===== src/rtl/lsq_pkg.sv =====
// Shared types for the load/store queue: entry layout, CDB packet and pointer widths.
// Latency: n/a (types only).
// Backpressure: n/a (types only).
package lsq_pkg;

    localparam int LSQ_TAG_W  = 4;
    localparam int LSQ_DATA_W = 32;
    localparam int LSQ_ADDR_W = 32;

    typedef struct packed {
        logic                  valid;
        logic                  load;
        logic [LSQ_TAG_W-1:0]  tag;
        logic [LSQ_ADDR_W-1:0] addr;
        logic                  addr_vld;
        logic [LSQ_DATA_W-1:0] data;
        logic                  data_vld;
        logic [LSQ_TAG_W-1:0]  data_tag;
    } lsq_entry_t;

    typedef struct packed {
        logic                  vld;
        logic [LSQ_TAG_W-1:0]  tag;
        logic [LSQ_DATA_W-1:0] result;
    } cdb_packet_t;

    function automatic int ptr_w(input int depth);
        return (depth > 1) ? $clog2(depth) : 1;
    endfunction

    function automatic int cnt_w(input int depth);
        return $clog2(depth) + 1;
    endfunction

endpackage


===== src/rtl/lsq_load_ret.sv =====
// One-entry load-result holding stage between dmem read data and the CDB arbiter.
// Latency: result visible the cycle after issue (mem_rdata passed through, then held).
// Backpressure: result held stable until ld_ready; can_accept low while an unaccepted result sits here.
module lsq_load_ret
#(
    parameter int TAG_W  = 4,
    parameter int DATA_W = 32
)(
    input  logic              clk,
    input  logic              reset,
    input  logic              flush,
    input  logic              issue,
    input  logic [TAG_W-1:0]  issue_tag,
    input  logic [DATA_W-1:0] mem_rdata,
    output logic              can_accept,
    output logic              ld_valid,
    input  logic              ld_ready,
    output logic [TAG_W-1:0]  ld_tag,
    output logic [DATA_W-1:0] ld_data
);

    logic              vld_q;
    logic              fresh_q;
    logic [TAG_W-1:0]  tag_q;
    logic [DATA_W-1:0] data_q;

    assign can_accept = !vld_q || ld_ready;
    assign ld_valid   = vld_q;
    assign ld_tag     = tag_q;
    // mem_rdata is only valid the cycle after the read strobe, so it is shown
    // directly then and held from data_q afterwards.
    assign ld_data    = fresh_q ? mem_rdata : data_q;

    always_ff @(posedge clk or posedge reset) begin
        if (reset) begin
            vld_q   <= 1'b0;
            fresh_q <= 1'b0;
            tag_q   <= '0;
            data_q  <= '0;
        end else if (flush) begin
            vld_q   <= 1'b0;
            fresh_q <= 1'b0;
            tag_q   <= '0;
            data_q  <= '0;
        end else begin
            if (fresh_q) begin
                data_q <= mem_rdata;
            end
            if (issue) begin
                vld_q   <= 1'b1;
                fresh_q <= 1'b1;
                tag_q   <= issue_tag;
            end else begin
                fresh_q <= 1'b0;
                if (ld_ready) begin
                    vld_q <= 1'b0;
                end
            end
        end
    end

endmodule


===== src/rtl/load_store_queue.sv =====
// In-order load/store queue: buffers memory ops, snoops the CDB for addresses and store data.
// Latency: ready load head -> mem_rd_en same cycle, ld_valid next cycle; committed ready store written same cycle.
// Backpressure: enq_ready = !full; loads stall while a result is held unaccepted; stores wait for commit.
module load_store_queue
    import lsq_pkg::*;
#(
    parameter int DEPTH  = 8,
    parameter int TAG_W  = LSQ_TAG_W,
    parameter int DATA_W = LSQ_DATA_W,
    parameter int ADDR_W = LSQ_ADDR_W
)(
    input  logic                   clk,
    input  logic                   reset,
    input  logic                   flush,
    input  logic                   enq_valid,
    output logic                   enq_ready,
    input  logic                   enq_load,
    input  logic [TAG_W-1:0]       enq_tag,
    input  logic                   enq_data_rdy,
    input  logic [TAG_W-1:0]       enq_data_tag,
    input  logic [DATA_W-1:0]      enq_data,
    input  logic                   cdb_valid,
    input  logic [TAG_W-1:0]       cdb_tag,
    input  logic [DATA_W-1:0]      cdb_result,
    input  logic                   commit_valid,
    input  logic [TAG_W-1:0]       commit_tag,
    output logic                   commit_ack,
    output logic                   mem_rd_en,
    output logic                   mem_wr_en,
    output logic [ADDR_W-1:0]      mem_addr,
    output logic [DATA_W-1:0]      mem_wdata,
    input  logic [DATA_W-1:0]      mem_rdata,
    output logic                   ld_valid,
    input  logic                   ld_ready,
    output logic [TAG_W-1:0]       ld_tag,
    output logic [DATA_W-1:0]      ld_data,
    output logic [$clog2(DEPTH):0] count,
    output logic                   full,
    output logic                   empty
);

    localparam int PTR_W = ptr_w(DEPTH);
    localparam int CNT_W = cnt_w(DEPTH);

    lsq_entry_t       q [DEPTH];
    lsq_entry_t       head;
    lsq_entry_t       new_ent;
    cdb_packet_t      cdb;
    logic [PTR_W-1:0] wptr;
    logic [PTR_W-1:0] rptr;
    logic [CNT_W-1:0] cnt;
    logic             enq_fire;
    logic             head_rdy;
    logic             ld_issue;
    logic             st_write;
    logic             deq;
    logic             ret_can_accept;

    assign cdb = '{vld: cdb_valid, tag: cdb_tag, result: cdb_result};

    assign head      = q[rptr];
    assign count     = cnt;
    assign full      = (cnt == CNT_W'(DEPTH));
    assign empty     = (cnt == '0);
    assign enq_ready = !full;
    assign enq_fire  = enq_valid && enq_ready && !flush;

    assign head_rdy = head.valid && head.addr_vld && (head.load || head.data_vld);
    assign ld_issue = !flush && head_rdy && head.load && ret_can_accept;
    assign st_write = !flush && head_rdy && !head.load && commit_valid && (commit_tag == head.tag);
    assign deq      = ld_issue || st_write;

    assign mem_rd_en  = ld_issue;
    assign mem_wr_en  = st_write;
    assign commit_ack = st_write;
    assign mem_addr   = head.addr;
    assign mem_wdata  = head.data;

    // New entry, with a same-cycle CDB broadcast folded in so it is not missed.
    always_comb begin
        new_ent          = '0;
        new_ent.valid    = 1'b1;
        new_ent.load     = enq_load;
        new_ent.tag      = enq_tag;
        new_ent.data_tag = enq_data_tag;
        if (cdb.vld && (cdb.tag == enq_tag)) begin
            new_ent.addr     = cdb.result[ADDR_W-1:0];
            new_ent.addr_vld = 1'b1;
        end
        if (enq_data_rdy) begin
            new_ent.data     = enq_data;
            new_ent.data_vld = 1'b1;
        end else if (!enq_load && cdb.vld && (cdb.tag == enq_data_tag)) begin
            new_ent.data     = cdb.result;
            new_ent.data_vld = 1'b1;
        end
    end

    always_ff @(posedge clk or posedge reset) begin
        if (reset) begin
            wptr <= '0;
            rptr <= '0;
            cnt  <= '0;
            for (int i = 0; i < DEPTH; i++) begin
                q[i] <= '0;
            end
        end else if (flush) begin
            wptr <= '0;
            rptr <= '0;
            cnt  <= '0;
            for (int i = 0; i < DEPTH; i++) begin
                q[i] <= '0;
            end
        end else begin
            for (int i = 0; i < DEPTH; i++) begin
                if (q[i].valid && cdb.vld) begin
                    if ((cdb.tag == q[i].tag) && !q[i].addr_vld) begin
                        q[i].addr     <= cdb.result[ADDR_W-1:0];
                        q[i].addr_vld <= 1'b1;
                    end
                    if (!q[i].load && !q[i].data_vld && (cdb.tag == q[i].data_tag)) begin
                        q[i].data     <= cdb.result;
                        q[i].data_vld <= 1'b1;
                    end
                end
            end
            if (deq) begin
                q[rptr].valid <= 1'b0;
                rptr          <= rptr + PTR_W'(1);
            end
            // A full queue refuses enqueue, so wptr never lands on the slot being dequeued.
            if (enq_fire) begin
                q[wptr] <= new_ent;
                wptr    <= wptr + PTR_W'(1);
            end
            case ({enq_fire, deq})
                2'b10:   cnt <= cnt + CNT_W'(1);
                2'b01:   cnt <= cnt - CNT_W'(1);
                default: cnt <= cnt;
            endcase
        end
    end

    lsq_load_ret #(
        .TAG_W  (TAG_W),
        .DATA_W (DATA_W)
    ) u_load_ret (
        .clk        (clk),
        .reset      (reset),
        .flush      (flush),
        .issue      (ld_issue),
        .issue_tag  (head.tag),
        .mem_rdata  (mem_rdata),
        .can_accept (ret_can_accept),
        .ld_valid   (ld_valid),
        .ld_ready   (ld_ready),
        .ld_tag     (ld_tag),
        .ld_data    (ld_data)
    );

endmodule

===== config.mk =====
export PLATFORM = sky130hd
export DESIGN_NAME = load_store_queue
export DESIGN_NICKNAME = d
export VERILOG_FILES = /design/src/rtl/lsq_pkg.sv /design/src/rtl/lsq_load_ret.sv /design/src/rtl/load_store_queue.sv
export SDC_FILE = /design/constraint.sdc
export NUM_CORES = 2
export LEC_CHECK = 0
export CAP_MARGIN = 20
export CORE_MARGIN = 2
export CORE_UTILIZATION = 40
export DETAILED_ROUTE_END_ITERATION = 12
export DONT_BUFFER_PORTS = 1
export SYNTH_ARGS = -nofsm -noshare
export SYNTH_HDL_FRONTEND = slang
export SYNTH_SLANG_ARGS = --single-unit

===== constraint.sdc =====
create_clock -name clk -period 41.7 [get_ports clk]
set_clock_uncertainty 0.05 [all_clocks]
set_input_delay 4.17 -clock clk [delete_from_list [all_inputs] [get_ports clk]]
set_output_delay 4.17 -clock clk [all_outputs]
set_load 0.05 [all_outputs]

==> flow_metrics.env <==
export IMPL_die_height_um=291
export IMPL_number_of_antenna_violations_at_the_first_check_in_global_routing=3
export IMPL_synth_top_cell_by_area="sky130_fd_sc_hd__dfrtp_1"
export IMPL_critPathLaunchType="primary input"
export IMPL_cts_root_buf="sky130_fd_sc_hd__clkbuf_16"
export IMPL_outcome="complete, no violations"
export IMPL_cp_data_arrival_time_ns=5.59
export IMPL_worst_path_dominant_cell_family="simple AND/OR/NAND/NOR gates"
export IMPL_min_from="q[79]"
export IMPL_place_detailed_instances=3782
export IMPL_synth_edff_count=0
export IMPL_groute_usage_overall=0.294
export IMPL_tritoncts="yes"
export IMPL_synth_cells=3006
export IMPL_viasPerCell=6.92
export IMPL_syn2layout_area_growth_pct=10.2
export IMPL_timing_slew_headroom=0.213
export IMPL_io_pin_count=232
export IMPL_stdcell_count=3927
export IMPL_timing_critical_path_fanout_max=226
export IMPL_worstHoldPathCells=2
export IMPL_route_vias_total=27181
export IMPL_timing_final_crit_period_ns=9.81
export IMPL_power_leakage_nw=15.5
export IMPL_seq_power_share=0.445
export IMPL_finalWirelength_um=126000
export IMPL_first_global_vias=27871
export IMPL_regToRegStartpoint="rptr[1]"
export IMPL_die_w_um=291
export IMPL_worstPathCellList="a31oi_1 -> and4_1 -> and3_1"
export IMPL_clk_transition_reported_paths_ns=0.06
export IMPL_die_area_sq_um=84900
export IMPL_cts_made_buffers=77
export IMPL_number_of_buffers_and_inverters_on_the_critical_path=0
export IMPL_dr_drc_count=0
export IMPL_antenna_violation_net_count_after_detailed_routing=0
export IMPL_num_fill_cells=7458
export IMPL_layout_commonest_cell="sky130_fd_sc_hd__dfrtp_1"
export IMPL_worstMarginPinSlew_ns=1.18
export IMPL_htreeDepth=3
export IMPL_criticalPathCategory="primary input to output pin"
export IMPL_finalSetupViolations=0
export IMPL_post_dp_hpwl_um=69100
export IMPL_routed_wire_length_per_instance_um=32.2
export IMPL_hold_path_class="flip-flop to flip-flop"
export IMPL_post_synth_net_total=3132
export IMPL_post_cts_resize_count=0
export IMPL_kind_of_capture_point_of_the_worst_setup_path="output pin"
export IMPL_worstPathRequired_ns=37.48
export IMPL_synth_main_ff_cell="sky130_fd_sc_hd__dfrtp_1"
export IMPL_swShare=0.256
export IMPL_drt_pre_antenna_iters=6
export IMPL_gpl_final_weighted_congestion=0.857
export IMPL_grt_max_degree=227
export IMPL_power_frac_clock=0.480
export IMPL_final_max_slew_viol_count=0
export IMPL_cap_violations=0
export IMPL_synth_seq_area_share=0.497
export IMPL_final_cell_mix="sky130_fd_sc_hd__dfrtp_1 (653), sky130_fd_sc_hd__mux2i_1 (279), sky130_fd_sc_hd__nor2_1 (191)"
export IMPL_worst_skew_pair_late_latency_ns=0.65
export IMPL_postSynthRegisterBits=656
export IMPL_ff2ff_path_depth=15
export IMPL_vdd_ir_drop_worst_mv=0.0299
export IMPL_rr_endpoint="count[3]"
export IMPL_power_density_nw_per_um2=40.4
export IMPL_cts_setup_buffers=0
export IMPL_fp_row_count=105
export IMPL_post_synth_top_area_fraction=0.497
export IMPL_timing_reg2reg_setup_slack_ns=35.89
export IMPL_p_int_mw=1.09
export IMPL_nNetsFinal=2919
export IMPL_global_route_overflow_total=0
export IMPL_share_of_the_cycle_needed_by_the_critical_path_after_routing=0.235
export IMPL_cpMaxStageDelayCell="sky130_fd_sc_hd__and3_1"
export IMPL_io_buffers=0
export IMPL_synth_top_cells_by_area="sky130_fd_sc_hd__dfrtp_1 (50%), sky130_fd_sc_hd__mux2i_1 (8.5%), sky130_fd_sc_hd__o221a_2 (6.4%)"
export IMPL_layout_drive_gt1_share=0.186
export IMPL_syn_area_sq_um=33000
export IMPL_crit_path_max_incr_delay_ns=0.81
export IMPL_syn_mean_instance_area_sq_um=11.0
export IMPL_hold_path_end="q[79]"
export IMPL_grt_setup_unrepaired="no"
export IMPL_postCtsHoldBufs=0
export IMPL_grt_first_pass_wirelength_um=188000
export IMPL_synth_cell_types=60
export IMPL_cts_sink_count=656
export IMPL_power_share_combinational=0.074
export IMPL_core_area_sq_um=81800
export IMPL_initial_core_util=0.403
export IMPL_first_iter_violations=3507
export IMPL_ys_warn_count=0
export IMPL_report_final_hold_viol_count=0
export IMPL_cts_root_to_sink_buffers=3
export IMPL_setup_total_negative_slack_ns=0
export IMPL_async_s_r_ff_share_synth=1.00
export IMPL_net_switching_power_mw=0.377
export IMPL_timing_fmax_mhz=102
-- routing by layer --
layer | vias up | share of wire | routed length, um | track usage
met3 | 387 | 0.10 | 13300 | 0.0720
li1 | 11001 | - | - | -
met4 | 2 | 0.050 | 6300 | 0.145
met1 | 14023 | 0.38 | 48500 | 0.377
met5 | - | 0.000079 | 10 | 0
met2 | 1768 | 0.46 | 58300 | 0.462
-- cell usage after synthesis (26+ instances only) --
cell type / instances
sky130_fd_sc_hd__a211oi_1: 107
sky130_fd_sc_hd__a21o_1: 34
sky130_fd_sc_hd__a21oi_1: 72
sky130_fd_sc_hd__a221oi_1: 32
sky130_fd_sc_hd__a22o_1: 106
sky130_fd_sc_hd__a22oi_1: 148
sky130_fd_sc_hd__buf_1: 34
sky130_fd_sc_hd__buf_2: 72
sky130_fd_sc_hd__clkbuf_1: 256
sky130_fd_sc_hd__dfrtp_1: 656
sky130_fd_sc_hd__mux2_2: 71
sky130_fd_sc_hd__mux2i_1: 279
sky130_fd_sc_hd__nand2_1: 135
sky130_fd_sc_hd__nand4_1: 34
sky130_fd_sc_hd__nor2_1: 196
sky130_fd_sc_hd__nor2b_1: 58
sky130_fd_sc_hd__o21a_1: 26
sky130_fd_sc_hd__o21ai_0: 55
sky130_fd_sc_hd__o221a_2: 187
sky130_fd_sc_hd__o22ai_1: 170
sky130_fd_sc_hd__xor2_1: 54
-- state kept, by name, indices dropped and copies added, names as in the netlist --
| name | flops |
|---|---|
| rptr | 3 |
| wptr | 3 |
| u_load_ret.ld_valid | 1 |
| u_load_ret.fresh_q | 1 |
| u_load_ret.data_q | 32 |
| count | 4 |
| u_load_ret.ld_tag | 4 |
| q | 608 |
-- worst min-delay path, stage by stage, from the launching register on --
cell and delay [ns]:
sky130_fd_sc_hd__dfrtp_1 0.35, sky130_fd_sc_hd__nand2_1 0.05, sky130_fd_sc_hd__o21ai_0 0.06
-- final cells by class --
cell class,instances,area [sq um],share of cell area
diodes,1,2.50,0.0000687
well taps,1070,1340,0.0368
clock inverters,37,438,0.0120
repair buffers,73,618,0.0170
clock buffers,105,2190,0.0603
flip-flops and latches,656,16400,0.451
multi-input cells,1971,15300,0.421
inverters,14,60.1,0.00165
-- cells by family after synthesis --
| kind of cell | synth area share |
|---|---|
| AOI/OAI and AO/OA | 0.239 |
| DFF | 0.497 |
| and+or+nand+nor | 0.0750 |
| buffers and inverters | 0.0463 |
| muxes | 0.120 |
| xor gates and xnor gates | 0.0204 |
| adders and majority gates | 0.00212 |
-- metrics by stage --
step / total power, mW / hold slack [ns] / instance area, sq um / worst slack (ns) / utilization
after floorplan: 0.753 / 0.415 / 33000 / 19.10 / -
after global placement: 0.771 / 0.433 / 33700 / 32.01 / 0.412
after detailed placement: 0.774 / 0.434 / 33700 / 31.97 / 0.412
after CTS: 1.48 / 0.455 / 36300 / 31.97 / 0.444
after global routing: 1.51 / 0.469 / 36400 / 31.89 / 0.445
final: 1.47 / 0.455 / 36400 / 31.89 / 0.445
-- worst max-delay path by stage --
stage | to | slack [ns] | cells after the start | startpoint
after floorplan | count[0] | 19.10 | 1 | reset
after global placement | mem_wr_en | 32.01 | 3 | flush
after detailed placement | mem_wr_en | 31.97 | 3 | flush
after CTS | mem_wr_en | 31.97 | 3 | flush
after global routing | mem_wr_en | 31.89 | 3 | flush
final | mem_wr_en | 31.89 | 3 | flush
-- power by group through the flow --
stage	registers, mW	clock network [mW]	logic, mW
floorplan	0.664	0	0.0889
global placement	0.666	0	0.105
detailed placement	0.666	0	0.107
CTS	0.655	0.715	0.108
global route	0.656	0.741	0.117
finish	0.655	0.707	0.110
Note: power is estimated with default switching activity, not from simulation.
